[config.mk]
export PLATFORM = sky130hd
export DESIGN_NAME = fetch_unit_flat
export DESIGN_NICKNAME = d
export VERILOG_FILES = /design/src/rtl/fetch_unit_if.sv /design/src/rtl/fetch_unit.sv /design/src/flat_wrapper.sv
export SDC_FILE = /design/constraint.sdc
export NUM_CORES = 1
export LEC_CHECK = 0
export ABC_AREA = 1
export BUFFER_PORTS_ARGS = -buffer_cell sky130_fd_sc_hd__buf_2
export CAP_MARGIN = 10
export CORE_ASPECT_RATIO = 1.1
export CORE_MARGIN = 3
export CORE_UTILIZATION = 39
export DETAILED_ROUTE_END_ITERATION = 8
export GPL_ROUTABILITY_DRIVEN = 0
export PLACE_DENSITY_LB_ADDON = 0.3
export SLEW_MARGIN = 40
export SYNTH_ARGS = -nofsm -noshare
export SYNTH_HDL_FRONTEND = slang
export SYNTH_SLANG_ARGS = --single-unit
[constraint.sdc]
create_clock -name clk -period 1.7 [get_ports clk]
set_input_delay 0.085 -clock clk [delete_from_list [all_inputs] [get_ports clk]]
set_output_delay 0.085 -clock clk [all_outputs]
set_load 0.005 [all_outputs]
[src/rtl/fetch_unit_if.sv]
// Fetch stage bus bundle: instruction-memory request/response, execute redirect
// and the decoded-instruction handoff towards decode.
interface fetch_unit_if;
  logic        imem_req;
  logic [31:0] imem_addr;
  logic        imem_rvalid;
  logic [31:0] imem_rdata;
  logic        redirect_valid;
  logic [31:0] redirect_pc;
  logic        inst_valid;
  logic        inst_ready;
  logic [31:0] inst;
  logic [31:0] inst_pc;
  logic [6:0]  opcode;
  logic [2:0]  funct3;
  logic [6:0]  funct7;

  modport master (
    output imem_req, imem_addr, inst_valid, inst, inst_pc, opcode, funct3, funct7,
    input  imem_rvalid, imem_rdata, redirect_valid, redirect_pc, inst_ready
  );

  modport slave (
    input  imem_req, imem_addr, inst_valid, inst, inst_pc, opcode, funct3, funct7,
    output imem_rvalid, imem_rdata, redirect_valid, redirect_pc, inst_ready
  );
endinterface

[src/rtl/fetch_unit.sv]
// Instruction fetch stage: owns the PC, keeps at most one request outstanding
// to instruction memory, holds the returned word for decode and discards
// responses made stale by a redirect from execute.
module fetch_unit #(
  parameter logic [31:0] RESET_PC = 32'h0000_0000
) (
  input  logic          clk,
  input  logic          rst_n,
  fetch_unit_if.master  bus
);

  localparam logic [1:0] IDLE  = 2'd0;
  localparam logic [1:0] WAIT  = 2'd1;
  localparam logic [1:0] HOLD  = 2'd2;
  localparam logic [1:0] DRAIN = 2'd3;

  logic [1:0]  state, state_n;
  logic [31:0] pc, pc_n;
  logic [31:0] rpc;
  logic        req_n;
  logic [31:0] addr_n;
  logic        valid_n;
  logic [31:0] inst_n;
  logic [31:0] ipc_n;
  logic        do_launch;
  logic [31:0] tgt;

  assign rpc = bus.redirect_pc & 32'hFFFF_FFFC;

  // Decode fields are plain slices of the held word (all zero when empty).
  assign bus.opcode = bus.inst[6:0];
  assign bus.funct3 = bus.inst[14:12];
  assign bus.funct7 = bus.inst[31:25];

  // Next-state logic; redirect takes priority over every other event.
  always_comb begin
    state_n   = state;
    pc_n      = pc;
    req_n     = 1'b0;
    addr_n    = bus.imem_addr;
    valid_n   = bus.inst_valid;
    inst_n    = bus.inst;
    ipc_n     = bus.inst_pc;
    do_launch = 1'b0;
    tgt       = pc;
    case (state)
      IDLE: begin
        do_launch = 1'b1;
        if (bus.redirect_valid) begin
          pc_n = rpc;
          tgt  = rpc;
        end
      end
      WAIT: begin
        if (bus.redirect_valid) begin
          pc_n = rpc;
          if (bus.imem_rvalid) begin
            do_launch = 1'b1;
            tgt       = rpc;
          end else begin
            state_n = DRAIN;
          end
        end else if (bus.imem_rvalid) begin
          inst_n  = bus.imem_rdata;
          ipc_n   = pc;
          valid_n = 1'b1;
          pc_n    = pc + 32'd4;
          state_n = HOLD;
        end
      end
      HOLD: begin
        if (bus.redirect_valid) begin
          pc_n      = rpc;
          valid_n   = 1'b0;
          inst_n    = '0;
          do_launch = 1'b1;
          tgt       = rpc;
        end else if (bus.inst_ready) begin
          valid_n   = 1'b0;
          inst_n    = '0;
          do_launch = 1'b1;
        end
      end
      default: begin // DRAIN: latest redirect target wins
        if (bus.redirect_valid) begin
          pc_n = rpc;
          tgt  = rpc;
        end
        do_launch = bus.imem_rvalid;
      end
    endcase
    if (do_launch) begin
      req_n   = 1'b1;
      addr_n  = tgt;
      state_n = WAIT;
    end
  end

  // State and output registers, cleared asynchronously.
  always_ff @(posedge clk or negedge rst_n) begin
    if (!rst_n) begin
      state          <= IDLE;
      pc             <= RESET_PC & 32'hFFFF_FFFC;
      bus.imem_req   <= 1'b0;
      bus.imem_addr  <= '0;
      bus.inst_valid <= 1'b0;
      bus.inst       <= '0;
      bus.inst_pc    <= '0;
    end else begin
      state          <= state_n;
      pc             <= pc_n;
      bus.imem_req   <= req_n;
      bus.imem_addr  <= addr_n;
      bus.inst_valid <= valid_n;
      bus.inst       <= inst_n;
      bus.inst_pc    <= ipc_n;
    end
  end

endmodule

[src/flat_wrapper.sv]
// flat-port wrapper written by rule: the top's interface ports become plain ports
module fetch_unit_flat 
#(
  parameter logic [31:0] RESET_PC = 32'h0000_0000
)
  (clk, rst_n, bus_imem_req, bus_imem_addr, bus_inst_valid, bus_inst, bus_inst_pc, bus_opcode, bus_funct3, bus_funct7, bus_imem_rvalid, bus_imem_rdata, bus_redirect_valid, bus_redirect_pc, bus_inst_ready);
  fetch_unit_if bus_i ();
  input  logic clk;
  input  logic rst_n;
  output wire logic [$bits(bus_i.imem_req)-1:0] bus_imem_req;
  output wire logic [$bits(bus_i.imem_addr)-1:0] bus_imem_addr;
  output wire logic [$bits(bus_i.inst_valid)-1:0] bus_inst_valid;
  output wire logic [$bits(bus_i.inst)-1:0] bus_inst;
  output wire logic [$bits(bus_i.inst_pc)-1:0] bus_inst_pc;
  output wire logic [$bits(bus_i.opcode)-1:0] bus_opcode;
  output wire logic [$bits(bus_i.funct3)-1:0] bus_funct3;
  output wire logic [$bits(bus_i.funct7)-1:0] bus_funct7;
  input wire logic [$bits(bus_i.imem_rvalid)-1:0] bus_imem_rvalid;
  input wire logic [$bits(bus_i.imem_rdata)-1:0] bus_imem_rdata;
  input wire logic [$bits(bus_i.redirect_valid)-1:0] bus_redirect_valid;
  input wire logic [$bits(bus_i.redirect_pc)-1:0] bus_redirect_pc;
  input wire logic [$bits(bus_i.inst_ready)-1:0] bus_inst_ready;
  assign bus_imem_req = bus_i.imem_req;
  assign bus_imem_addr = bus_i.imem_addr;
  assign bus_inst_valid = bus_i.inst_valid;
  assign bus_inst = bus_i.inst;
  assign bus_inst_pc = bus_i.inst_pc;
  assign bus_opcode = bus_i.opcode;
  assign bus_funct3 = bus_i.funct3;
  assign bus_funct7 = bus_i.funct7;
  assign bus_i.imem_rvalid = bus_imem_rvalid;
  assign bus_i.imem_rdata = bus_imem_rdata;
  assign bus_i.redirect_valid = bus_redirect_valid;
  assign bus_i.redirect_pc = bus_redirect_pc;
  assign bus_i.inst_ready = bus_inst_ready;
  fetch_unit #(.RESET_PC(RESET_PC)) u_core (.clk(clk), .rst_n(rst_n), .bus(bus_i));
endmodule
==> metrics.cfg, run 1 <==
[setup_path]
crit_path_start_kind=flop
cp_num_cells=10
cp-startpoint=u_core.state[1]
end_kind=flop
r2r-start=u_core.state[1]
crit_family=buffers and inverters
r2r_end=u_core.bus.inst_pc[7]
slowest_delay_ps=420
required_ps=2010
r2r_setup_slack_ps=40
cp.arrival_ps=1980
critPathBufInv=5
cp_max_fo=29
cp_slowest_cell=dfrtp_1
rr_worst_depth=10
cp-endpoint=u_core.bus.inst_pc[7]
worstSetupPathType=flop to flop
path_cells=inv_2 > nand2_4 > nor2_4 > buf_4 > inv_2 > nor2_4 > inv_4 > clkbuf_16 > nand2_1 > o21ai_0

[sta]
final-max-slew-violation-count=0
fin_crit_sh_pct=97.93
setup_viol=0
max-slew-margin-rel_pct=64.56
rsz0062_at_grt=true
hold_viol=0
fmax_mhz=600.7
post-route-min-period_ps=1665
worst_pin_slew_ps=531.6
skew_ps=9.172

[grt]
grt_pass1_wl_um=34620
grt_max_degree=60
first_global_vias=6586
grt_antenna_before_repair=1
overflow=0
track_usage_pct=23.01

[finish]
stdcell_count=1382
syn2layout_area_growth_pct=34.33
fin_nets=1207
postLayoutCellArea_um2=9160
diodes=0
final_cell_mix=nand2_1 (306), buf_2 (180), dfrtp_1 (131)
layout_commonest_cell=nand2_1
drive_above_1_share_pct=25.44
utilization_pct=53.63

[die]
die_w_um=132.1
row_count=50
ioPinCount=184
die_y_um=144.7
design.core.area_um2=17080
die_area_um2=19110
start_util_pct=39.93

[routing]
wl_um=22150
drt_drc_violations_left=0
vias=6942
drt_pass1_iterations=7
ant_nets=0
wire_per_inst_um=16.03
drtIter0Drc=637
viasPerCell=5.023

[logic_synthesis]
yosysWarnings=0
synth_top_area_share_pct=48.44
ys_types=30
yosysSeqAreaShare_pct=48.44
avgSynthCellArea_um2=7.493
synth_largest_area_cell=dfrtp_1
synth-seq-cells=132
syn_nets=980
synthesis.area_um2=6819
synth_area_leaders=dfrtp_1 (48%), nand2_1 (17%), o21ai_0 (8.3%)
syn_inst=910

[placement]
port_buffers=181
place_hpwl_um=15180
dpl-instance-area_um2=8113
placed_cells=1309

[flow_run]
cap_viol_max_count=0

[clock_tree]
clkTransAtPathRegs_ps=60
clock_path_buffers=2
cts_max_level=4
cts_buffers=17
root_buffer=clkbuf_16
cts_tree=yes
worst_skew_pair.late_latency_ps=430
clock_sinks=132

[power_and_ir_drop]
p_per_area_nw_per_um2=1648
leakagePower_nw=4.754
peakVddDrop_v=0.0009462

[status]
outcome=completed

[hold_path]
hold_class=primary input to flop
hold_depth=5

## state kept, by name, summed over array words and instances, names as in the netlist
| register | cells |
|---|---|
| u_core.bus.imem_addr | 32 |
| u_core.bus.imem_req | 1 |
| u_core.bus.inst | 32 |
| u_core.bus.inst_pc | 32 |
| u_core.bus.inst_valid | 1 |
| u_core.pc | 32 |
| u_core.state | 2 |
## logic make-up (layout without fill, tap and decap cells)
kind of cell | Yosys count | after routing | synth area share [%]
adders and majority gates | 1 | 1 | 0.1835
AOI/OAI and AO/OA | 196 | 196 | 15.47
DFF | 132 | 132 | 48.44
buffers and inverters | 161 | 399 | 10.57
and+or+nand+nor | 420 | 420 | 25.34
## layer usage
| metal | GRT usage [%] | wire length, µm | vias to the layer above |
|---|---|---|---|
| li1 | - | - | 3380 |
| met1 | 29.52 | 9560 | 3190 |
| met2 | 38.33 | 10270 | 328 |
| met3 | 5.636 | 1837 | 42 |
| met4 | 8.237 | 478 | 2 |
| met5 | 0 | 10 | - |
## report_power, final
| part | switching, W | internal [W] |
|---|---|---|
| Combinational | 0.00372 | 0.00262 |
| Sequential | 0.000817 | 0.00438 |
| Clock | 0.00138 | 0.00219 |
| Total | 0.00592 | 0.00918 |
## worst min-delay path, stage by stage
cell and delay (ps):
buf_2 90, nand2_1 50, o211ai_1 70, nand3_1 80, nand2_1 60
## metrics by stage
stage	setup TNS (ps)	hold WS, ps	setup slack (ps)	total power, W
floorplan	0	-210.6	226.0	0.008626
global placement	0	73.99	87.21	0.01121
detailed placement	0	84.62	50.39	0.01132
CTS	0	25.84	49.20	0.01501
global route	-491.2	68.14	-35.16	0.01628
finish	0	44.07	35.25	0.01510
## how the worst min path moves through the flow
stage | slack, ps | from | to
after floorplan | -210 | rst_n | u_core.bus.imem_addr[0]
after global placement | 70 | rst_n | u_core.bus.inst[12]
after detailed placement | 80 | rst_n | u_core.bus.inst[12]
after CTS | 30 | bus_redirect_pc[24] | u_core.pc[24]
after global routing | 70 | bus_imem_rvalid | u_core.bus.inst_pc[27]
final | 40 | bus_redirect_pc[18] | u_core.bus.imem_addr[18]
## layout make-up
cell class,instances,area (µm²)
fill,1636,7919
sequential,132,3304
inverter,101,381.6
multi-input combinational,617,2818
clock inverter,7,73.82
tap,234,292.8
clock buffer,23,498.0
timing repair buffer,268,1792
## what timing repair did
| item | 4_1_cts | 5_1_grt |
|---|---|---|
| buffers inserted | 0 | 6 |
| endpoints found under the hold margin | 80 | 0 |
| hold buffers | 35 | 0 |
| gates resized for setup | 0 | 19 |
| setup endpoints to repair | 0 | 19 |
## synthesized netlist by cell type
library cell,count
a211oi_1,1
a21oi_1,9
a22oi_2,1
a31oi_1,1
buf_1,1
buf_2,27
buf_4,20
buf_6,1
clkbuf_1,11
dfrtp_1,132
ha_1,1
inv_1,92
inv_2,9
nand2_1,306
nand2_2,3
nand2_4,1
nand3_1,43
nand3_2,2
nand4_1,13
nor2_1,43
nor2_2,1
nor2_4,4
nor3_1,4
o211ai_1,9
o21a_1,1
o21ai_0,113
o21ai_1,42
o21bai_1,1
o221ai_1,5
o22ai_1,13
No activity file was read; power rests on OpenSTA's default activity.
==> run 2: changes to the inputs <==
ABC_AREA = default   (was 1)
==> run 2 against run 1 <==
Effect of this change:
- utilization increased by 4.0 points
- global-route usage down 1.8 points
- register-to-register slack got worse by 40 ps
- highest routed layer is now met4
- the flow now finishes with violations (negative setup slack)
- sequential share of layout area increased by 1.6 points
- count of clock-buffer cells in the layout is the same
- routed wire length down 19%
- design area is 4.2% lower
- critical path depth shrank 5
- critical endpoint is now u_core.pc[27]
- non-clock buffer count rose by 39
==> metrics.cfg, run 2 <==
[sta]
final-max-slew-violation-count=0  ; unchanged
max-slew-margin-rel_pct=68.68  ; +4.1 points
hold_viol=0  ; unchanged
fin_crit_sh_pct=100.2  ; +2.3 points
post-route-min-period_ps=1704  ; +39.44 ps
worst_pin_slew_ps=468.1  ; -63.57 ps
fmax_mhz=586.8  ; -2.3%
hold_slack_ps=19.93  ; -24.14 ps
rsz0062_at_grt=true
skew_ps=14.66  ; +5.490 ps
setup_slack_ps=-4.192  ; -39.44 ps
setup_viol=2  ; +2

[clock_tree]
cts_max_level=4  ; unchanged
cts_tree=yes
cts_buffers=17  ; unchanged
clock_path_buffers=2  ; unchanged
clkTransAtPathRegs_ps=60  ; about the same
worst_skew_pair.late_latency_ps=420  ; about the same
clock_sinks=132  ; unchanged
root_buffer=clkbuf_16

[grt]
grt_antenna_before_repair=0  ; -1
first_global_vias=5816  ; -12%
overflow=0  ; unchanged
track_usage_pct=21.21  ; -1.8 points
grt_max_degree=48  ; -20%
grt_pass1_wl_um=29300  ; -15%

[setup_path]
worstSetupPathType=flop to flop
required_ps=2040  ; +30 ps
cp.arrival_ps=2050  ; +70 ps
crit_path_start_kind=flop
end_kind=flop
cp_max_fo=6  ; -79%

[finish]
drive_above_1_share_pct=35.27  ; +9.8 points
regArea_um2=3306  ; about the same
fin_nets=953  ; -21%
syn2layout_area_growth_pct=43.17
diodes=0  ; unchanged
final_cell_mix=buf_2 (180), dfrtp_1 (130), nand2_1 (125)
multiInputGateArea_um2=2557  ; -9.2%
layout_commonest_cell=buf_2
nFillCells=1327  ; -19%

[routing]
drt_drc_violations_left=0  ; unchanged
vias=5662  ; -18%
drtIter0Drc=258  ; -59%
ant_nets=0  ; unchanged
drt_pass1_iterations=5  ; -2
wire_per_inst_um=16.52  ; +3.1%
viasPerCell=5.185  ; +3.2%
wl_um=18040  ; -19%

[logic_synthesis]
yosysSeqAreaShare_pct=53.89  ; +5.4 points
synth_top_area_share_pct=53.89  ; +5.4 points
synth_area_leaders=dfrtp_1 (54%), nand2_1 (8.0%), mux2i_1 (5.4%)
synth_most_common_cell=dfrtp_1
syn_inst=615  ; -32%
async_flop_share_pct=100.0  ; unchanged
synthesis.area_um2=6130  ; -10%
syn_nets=685  ; -30%
ys_types=56  ; +87%
ys.flop_type=dfrtp_1
synth-seq-cells=132  ; unchanged
avgSynthCellArea_um2=9.967  ; +33%
synth_largest_area_cell=dfrtp_1
synth_edf_count=0  ; unchanged
yosysWarnings=0  ; unchanged
synth_commonest_cells=dfrtp_1 (132), nand2_1 (130), nor2_1 (45)

[flow_run]
cap_viol_max_count=0  ; unchanged

[die]
die_w_um=125.5  ; -5.0%
row_count=47  ; -6.0%
ioPinCount=184  ; unchanged
start_util_pct=40.24  ; +0.32 points
die_y_um=137.5  ; -5.0%
die_area_um2=17260  ; -9.7%
design.core.area_um2=15230  ; -11%

[placement]
port_buffers=181  ; unchanged
post-place-ws_ps=-48.46  ; -98.85 ps
place_hpwl_um=12590  ; -17%

[hold_path]
hold_class=primary input to flop

[status]
outcome=finished, violations left
violations=negative setup slack

[power_and_ir_drop]
leakagePower_nw=4.414  ; -7.1%
peakVddDrop_v=0.0006821  ; -28%
p_per_area_nw_per_um2=1186  ; -28%

## run 2: cell count changes after synthesis, sizes merged, moves of 16 or more
cell,previous run,this run
nand2,310,130
o21ai,155,22
inv,101,8
mux2i,0,33
a22o,0,32
a21oi,9,36
nand3,45,20
buf,49,33
## run 2: final timing paths
check / startpoint / endpoint / slack, ps / cells after the start
hold / removal: bus_redirect_pc[22] / u_core.bus.imem_addr[22] / 20 / 3
setup reg to reg: u_core.state[1] / u_core.pc[27] / -4 / 5
min in group asynchronous: rst_n / u_core.bus.inst[13] / 170 / 2
setup / recovery: u_core.state[1] / u_core.pc[27] / -4 / 5
hold reg to reg: u_core.bus.inst_pc[2] / u_core.bus.inst_pc[2] / 470 / 2
max in group asynchronous: rst_n / u_core.bus.inst_pc[15] / 860 / 3
## run 2: what timing repair did
action / in CTS / in global routing
pin swaps: 9 / 4
hold buffers: 56 / 0
resized for setup: 7 / 18
setup endpoints to repair: 6 / 50
hold endpoints to repair: 157 / 0
buffers inserted: 8 / 4
## run 2: per-stage QoR
step / total power, W / utilization [%] / std cells / setup TNS, ps / area [µm²]
after detailed placement: 0.006854 / 49.05 / 992 / -124.3 / 7471
after CTS: 0.01052 / 57.02 / 1088 / -19.47 / 8685
after global placement: 0.006790 / 49.05 / 992 / 0 / 7471
after floorplan: 0.005586 / - / 615 / -32.93 / 6130
after global routing: 0.01107 / 57.62 / 1092 / -895.2 / 8776
final: 0.01041 / 57.62 / 1092 / -7.448 / 8776
## run 2: area by class of cell
cell class,instances,area share [%]
Sequential cell,132,37.67
Multi-Input combinational cell,416,29.14
Timing Repair Buffer,307,23.57
Clock buffer,23,5.560
Tap cell,196,2.794
Clock inverter,9,0.8839
Inverter,9,0.3849
## run 2: cell families (layout without fill, tap and decap cells)
group / count (synthesis) / after routing / share of synthesized area, %
DFF: 132 / 132 / 53.89
and+or+nand+nor: 245 / 245 / 19.13
adders and majority gates: 1 / 1 / 0.2041
buffers and inverters: 67 / 348 / 5.756
AOI/OAI and AO/OA: 134 / 134 / 15.21
muxes: 33 / 33 / 5.389
xor gates and xnor gates: 3 / 3 / 0.4287
## run 2: where the power goes
part,switching (W),internal (W)
clock,0.00130,0.00215
sequential,0.000452,0.00385
combinational,0.00132,0.00134
## run 2: critical path: stages, from the launching register on
cell       delay (ps)
dfrtp_2           440
nand4bb_4         270
nor2_4            150
nand4_1           180
or4_1             510
nand3_1            90
## run 2: per-layer routing
metal  track usage [%]  vias up  wire, µm
li1                  -     2707         -
met1             25.75     2715      7568
met2             36.71      213      8898
met3             5.428       27      1229
met4             7.651        0       346
met5                 0        -         0
